==> src/rtl/regfile_write_scheduler.sv <==
// Shares the register-file write port between the ALU (source 0) and the load unit (source 1)
// with round-robin arbitration, a one-cycle output register and a pending-write scoreboard.
module regfile_write_scheduler #(
    parameter int DATA_WIDTH = 32,
    parameter int ADDR_WIDTH = 5,
    parameter int NUM_REGS   = 32
) (
    input  logic                  clock,
    input  logic                  reset,
    input  logic                  aluValid,
    output logic                  aluReady,
    input  logic [ADDR_WIDTH-1:0] aluRegister,
    input  logic [DATA_WIDTH-1:0] aluData,
    input  logic                  memValid,
    output logic                  memReady,
    input  logic [ADDR_WIDTH-1:0] memRegister,
    input  logic [DATA_WIDTH-1:0] memData,
    input  logic                  issueValid,
    input  logic [ADDR_WIDTH-1:0] issueRegister,
    input  logic [ADDR_WIDTH-1:0] register1,
    input  logic [ADDR_WIDTH-1:0] register2,
    output logic                  stall,
    output logic [ADDR_WIDTH:0]   pendingCount,
    output logic                  regWrite,
    output logic [ADDR_WIDTH-1:0] writeRegister,
    output logic [DATA_WIDTH-1:0] writeData
);

    localparam int CNT_W = ADDR_WIDTH + 1;

    function automatic logic [CNT_W-1:0] popcount(input logic [NUM_REGS-1:0] vec);
        logic [CNT_W-1:0] cnt;
        cnt = {CNT_W{1'b0}};
        for (int i = 0; i < NUM_REGS; i++) begin
            cnt = cnt + {{(CNT_W-1){1'b0}}, vec[i]};
        end
        return cnt;
    endfunction

    logic                  r_last_grant;
    logic                  r_reg_write;
    logic [ADDR_WIDTH-1:0] r_write_register;
    logic [DATA_WIDTH-1:0] r_write_data;
    logic [NUM_REGS-1:0]   r_pending;
    logic [CNT_W-1:0]      r_pending_count;

    logic                  w_alu_grant;
    logic                  w_mem_grant;
    logic                  w_any_grant;
    logic [ADDR_WIDTH-1:0] w_sel_register;
    logic [DATA_WIDTH-1:0] w_sel_data;
    logic [NUM_REGS-1:0]   w_set_mask;
    logic [NUM_REGS-1:0]   w_clear_mask;
    logic [NUM_REGS-1:0]   w_next_pending;

    // Round-robin arbiter: r_last_grant=1 means the load unit won last, so the ALU wins a tie.
    always_comb begin
        w_alu_grant = 1'b0;
        w_mem_grant = 1'b0;
        if (aluValid && memValid) begin
            if (r_last_grant) begin
                w_alu_grant = 1'b1;
            end else begin
                w_mem_grant = 1'b1;
            end
        end else begin
            w_alu_grant = aluValid;
            w_mem_grant = memValid;
        end
    end

    // Winner's destination and data, steered toward the output register.
    always_comb begin
        w_any_grant = w_alu_grant | w_mem_grant;
        if (w_mem_grant) begin
            w_sel_register = memRegister;
            w_sel_data     = memData;
        end else begin
            w_sel_register = aluRegister;
            w_sel_data     = aluData;
        end
    end

    // Scoreboard update: the clear comes from the write being presented now; a same-cycle issue wins.
    always_comb begin
        w_set_mask   = {NUM_REGS{1'b0}};
        w_clear_mask = {NUM_REGS{1'b0}};
        if (r_reg_write) begin
            w_clear_mask[r_write_register] = 1'b1;
        end else begin
            w_clear_mask = {NUM_REGS{1'b0}};
        end
        if (issueValid) begin
            w_set_mask[issueRegister] = 1'b1;
        end else begin
            w_set_mask = {NUM_REGS{1'b0}};
        end
        w_next_pending    = (r_pending & ~w_clear_mask) | w_set_mask;
        w_next_pending[0] = 1'b0;
    end

    // Output stage: a granted write to register 0 still completes but never asserts regWrite.
    always_ff @(posedge clock or negedge reset) begin
        if (!reset) begin
            r_reg_write      <= 1'b0;
            r_write_register <= {ADDR_WIDTH{1'b0}};
            r_write_data     <= {DATA_WIDTH{1'b0}};
            r_last_grant     <= 1'b1;
        end else if (w_any_grant) begin
            r_reg_write      <= (w_sel_register != {ADDR_WIDTH{1'b0}});
            r_write_register <= w_sel_register;
            r_write_data     <= w_sel_data;
            r_last_grant     <= w_mem_grant;
        end else begin
            r_reg_write      <= 1'b0;
        end
    end

    // Pending mask and its population count are registered together so they always agree.
    always_ff @(posedge clock or negedge reset) begin
        if (!reset) begin
            r_pending       <= {NUM_REGS{1'b0}};
            r_pending_count <= {CNT_W{1'b0}};
        end else begin
            r_pending       <= w_next_pending;
            r_pending_count <= popcount(w_next_pending);
        end
    end

    assign aluReady      = w_alu_grant;
    assign memReady      = w_mem_grant;
    assign stall         = r_pending[register1] | r_pending[register2];
    assign pendingCount  = r_pending_count;
    assign regWrite      = r_reg_write;
    assign writeRegister = r_write_register;
    assign writeData     = r_write_data;

endmodule

==> config.mk <==
export PLATFORM = sky130hd
export DESIGN_NAME = regfile_write_scheduler
export DESIGN_NICKNAME = d
export VERILOG_FILES = /design/src/rtl/regfile_write_scheduler.sv
export SDC_FILE = /design/constraint.sdc
export NUM_CORES = 1
export LEC_CHECK = 0
export ABC_AREA = 1
export BUFFER_PORTS_ARGS = -buffer_cell sky130_fd_sc_hd__buf_4
export CAP_MARGIN = 5
export CORE_AREA = 2 2 95 97
export DETAILED_ROUTE_END_ITERATION = 7
export DIE_AREA = 0 0 97 99
export PLACE_DENSITY = 0.92
export SLEW_MARGIN = 20
export SYNTH_ARGS = -nofsm -noshare
export SYNTH_HDL_FRONTEND = slang
export SYNTH_SLANG_ARGS = --single-unit
export TNS_END_PERCENT = 100
==> constraint.sdc <==
create_clock -name clock -period 11.4 [get_ports clock]
set_input_delay 1.71 -clock clock [delete_from_list [all_inputs] [get_ports clock]]
set_output_delay 1.71 -clock clock [all_outputs]
set_load 0.05 [all_outputs]
==> run_results.csv <==
group,metric,value,unit
run,maxCapViolCount,0,
hold_path,hp-start,"writeData[30]",
die,die_w,97,um
timing,timing.final.crit_share,0.627,
hold_path,whs_endpoint,"writeData[30]",
die,placementRows,34,
worst_setup_path,critPathMaxFanout,6,
worst_setup_path,max_stage_delay,0.55,ns
finish,fin_cells,864,
synthesis,synth_cells,620,
finish,final_area,0.00604,sq mm
route,drt_iter0_drc,503,
clocking,cts_sinks,76,
synthesis,yosys_warnings,0,
worst_setup_path,worst-path-buf-inv,7,
timing,setup_viol,0,
global_route,grt_max_degree,77,
global_route,grt_pass1_vias,5073,
worst_setup_path,regToRegEndpoint,"pendingCount[4]",
synthesis,ys_seq_area_frac,0.400,
route,routedWlPerCell,17.1,um
clocking,postCtsSetupBuffers,0,
placed_design,dpl_cell_area,0.00584,sq mm
global_route,antenna_found_initial,0,
worst_setup_path,worst_path_max_delay_cell,"fa_1",
finish,layout.nets,875,
route,routed-via-count,4896,
worst_setup_path,crit_required,11.67,ns
route,drtPass1Iterations,6,
synthesis,ys_ff_latch,76,
finish,filler_cell_count,649,
route,ant_nets,0,
worst_setup_path,endpoint_kind,"flip-flop",
worst_setup_path,cp_top_family,"adder cells",
timing,finalSetupTns,0,ns
clocking,tritoncts,"done",
placed_design,finalWeightedCongestion,0.999,
finish,n_antenna_cell,0,
clocking,worstSkewPairLatency,0.35,ns
finish,area_delta_synth_final,26.9,%
placed_design,dp.final_hpwl,11500,um
status,status,"finished clean",
placed_design,port-buffer-count,140,
clocking,hold_buffers,0,
route,viasPerCell,5.67,
timing,slew_viol_final,0,
synthesis,synth_cell_types,29,
synthesis,synthesis.nets,744,
global_route,overflow,0,
timing,max_slew.worst_pin.slew,0.948,ns
clocking,clk_pin_slew_worst_paths,0.08,ns
worst_setup_path,arrival,7.41,ns
worst_setup_path,r2r_start,"writeRegister[0]",
timing,rsz0062_at_grt,"false",
timing,hold_viol_final,0,
worst_setup_path,cp-start-kind,"primary input",
finish,drive_above_1_share,0.220,
timing,skew,0.00940,ns
worst_setup_path,worstPathCellList,"buf_4 > inv_1 > nor3_1 > inv_1 > o22ai_1 > inv_1 > fa_1 > inv_1 > fa_1 > fa_1 > fa_1 > fa_1 > inv_1 > fa_1 > inv_1 > fa_1 > fa_1 > a21oi_1 > nor2_1 > nor2_1 > xnor2_1",
timing,period_minus_slack,7.15,ns
die,die_h,99,um
clocking,numCtsBuffers,9,
clocking,clock_path_buffers,2,
worst_setup_path,startpoint,"issueValid",
die,start_util,0.557,
clocking,h-tree-depth,3,
global_route,grt_use_total,0.326,
worst_setup_path,r2r_cells,20,
hold_path,holdPathStages,2,
route,wl,14800,um
worst_setup_path,cp_common_cell,"fa_1",
die,dieArea,0.00960,sq mm
die,io_pins,141,
route,drc,0,
die,core,0.00855,sq mm
synthesis,syn_area,0.00476,sq mm
global_route,grt_pass1_wl,25000,um
placed_design,placed_cells_incl_taps,848,
hold_path,hold_class,"flip-flop to flip-flop",
worst_setup_path,r2r_slack,5.18,ns
clocking,cts_root_buffer,"clkbuf_8",
worst_setup_path,crit_type,"primary input to flip-flop",
timing,maxSlewHeadroom,0.368,
clocking,cts-resized-gates,0,
timing,fmax,140,MHz
synthesis,syn_avg_cell_area,7.68,sq um
-- synth_stat cells --
cell        n  area share
or2_2       2      0.0026
clkbuf_1    2      0.0016
a21oi_1     6      0.0063
or2_1       1      0.0013
fa_1       23       0.097
o21ai_0    41       0.043
o21ai_2     1      0.0018
mux2i_1     1      0.0021
nand3_1   119        0.13
xor2_1      2      0.0037
o21a_1      2      0.0032
a21boi_0    1      0.0016
a22oi_1     4      0.0063
buf_2      14       0.015
buf_1       1     0.00079
nand2_1   148        0.12
nor3_1     24       0.025
buf_6       2      0.0047
nand2_4     2      0.0047
nor2_1     15       0.012
o22ai_1     9       0.012
inv_1     110       0.087
inv_2       2      0.0016
buf_4       3      0.0047
ha_1        7       0.018
dfrtp_1    75        0.39
a31oi_1     1      0.0013
dfstp_2     1      0.0055
xnor2_1     1      0.0018
-- routing by layer --
metal | track usage | part of all wire | vias up
met5 | 0 | 0 | -
met4 | 0.133 | 0.036 | 0
met3 | 0.0596 | 0.084 | 52
met2 | 0.571 | 0.51 | 313
met1 | 0.400 | 0.37 | 2297
li1 | - | - | 2234
-- cells in the final DEF, fill, tap and decap left out --
master,count
clkbuf_1,1
dfstp_2,1
o21ai_0,41
ha_1,7
xnor2_1,1
or2_2,2
a22oi_1,4
a21oi_1,6
nor2_2,1
inv_1,110
nand3_1,119
buf_4,142
nand2_1,148
o22ai_1,9
mux2i_1,1
clkbuf_8,11
clkinv_2,2
a31oi_1,1
bufinv_16,1
nor2_1,14
inv_2,2
or2_1,1
o21a_1,2
clkinvlp_4,1
nand2_4,2
a21boi_0,1
nor3_1,24
o21ai_2,1
xor2_1,2
dfrtp_1,75
fa_1,23
-- tightest hold or removal path, stage by stage, from the launching register on --
cell and delay [ns]:
dfrtp_1 0.35, nand2_1 0.05, nand3_1 0.07
-- worst max-delay path by stage --
stage                     cells after the start              end
after CTS                                    21  pendingCount[4]
after floorplan                              20  pendingCount[4]
after global routing                         21  pendingCount[4]
after detailed placement                     21  pendingCount[4]
after global placement                       21  pendingCount[4]
final                                        21  pendingCount[4]
-- sequential cells by signal, indices dropped and copies added, names as in the netlist --
register and cells:
pendingCount 6, regWrite 1, writeData 32, writeRegister 5, r_pending 31, r_last_grant 1
-- cell families (layout without fill, tap and decap cells) --
| logic type | Yosys count | count (layout) | share of synthesized area |
|---|---|---|---|
| AND/OR/NAND/NOR | 311 | 311 | 0.287 |
| buffers and inverters | 134 | 270 | 0.115 |
| flip-flops | 76 | 76 | 0.400 |
| AO/OA/AOI/OAI | 65 | 65 | 0.0754 |
| adder cells (fa/ha/maj) | 30 | 30 | 0.115 |
| XOR/XNOR | 3 | 3 | 0.00552 |
| multiplexers | 1 | 1 | 0.00210 |
-- through the flow --
step / hold slack [ns] / setup WS [ns] / utilization
2_1_floorplan: 0.495 / 4.50 / -
3_3_place_gp: 0.483 / 4.12 / 0.683
3_5_place_dp: 0.483 / 3.95 / 0.683
4_1_cts: 0.504 / 4.30 / 0.707
5_1_grt: 0.532 / 3.97 / 0.707
6_report: 0.504 / 4.25 / 0.707
-- final cells by class --
cell class              count  area [sq um]  area share
flip-flops and latches     76          1900       0.315
well taps                 108           135      0.0224
clock buffers              12           155      0.0257
clock inverters             4          47.5     0.00787
repair buffers            142          1070       0.176
inverters                 112           420      0.0696
multi-input cells         410          2310       0.383
Power is not shown: default switching activity piles up to over one toggle a cycle in this logic, so the estimate is an artifact.
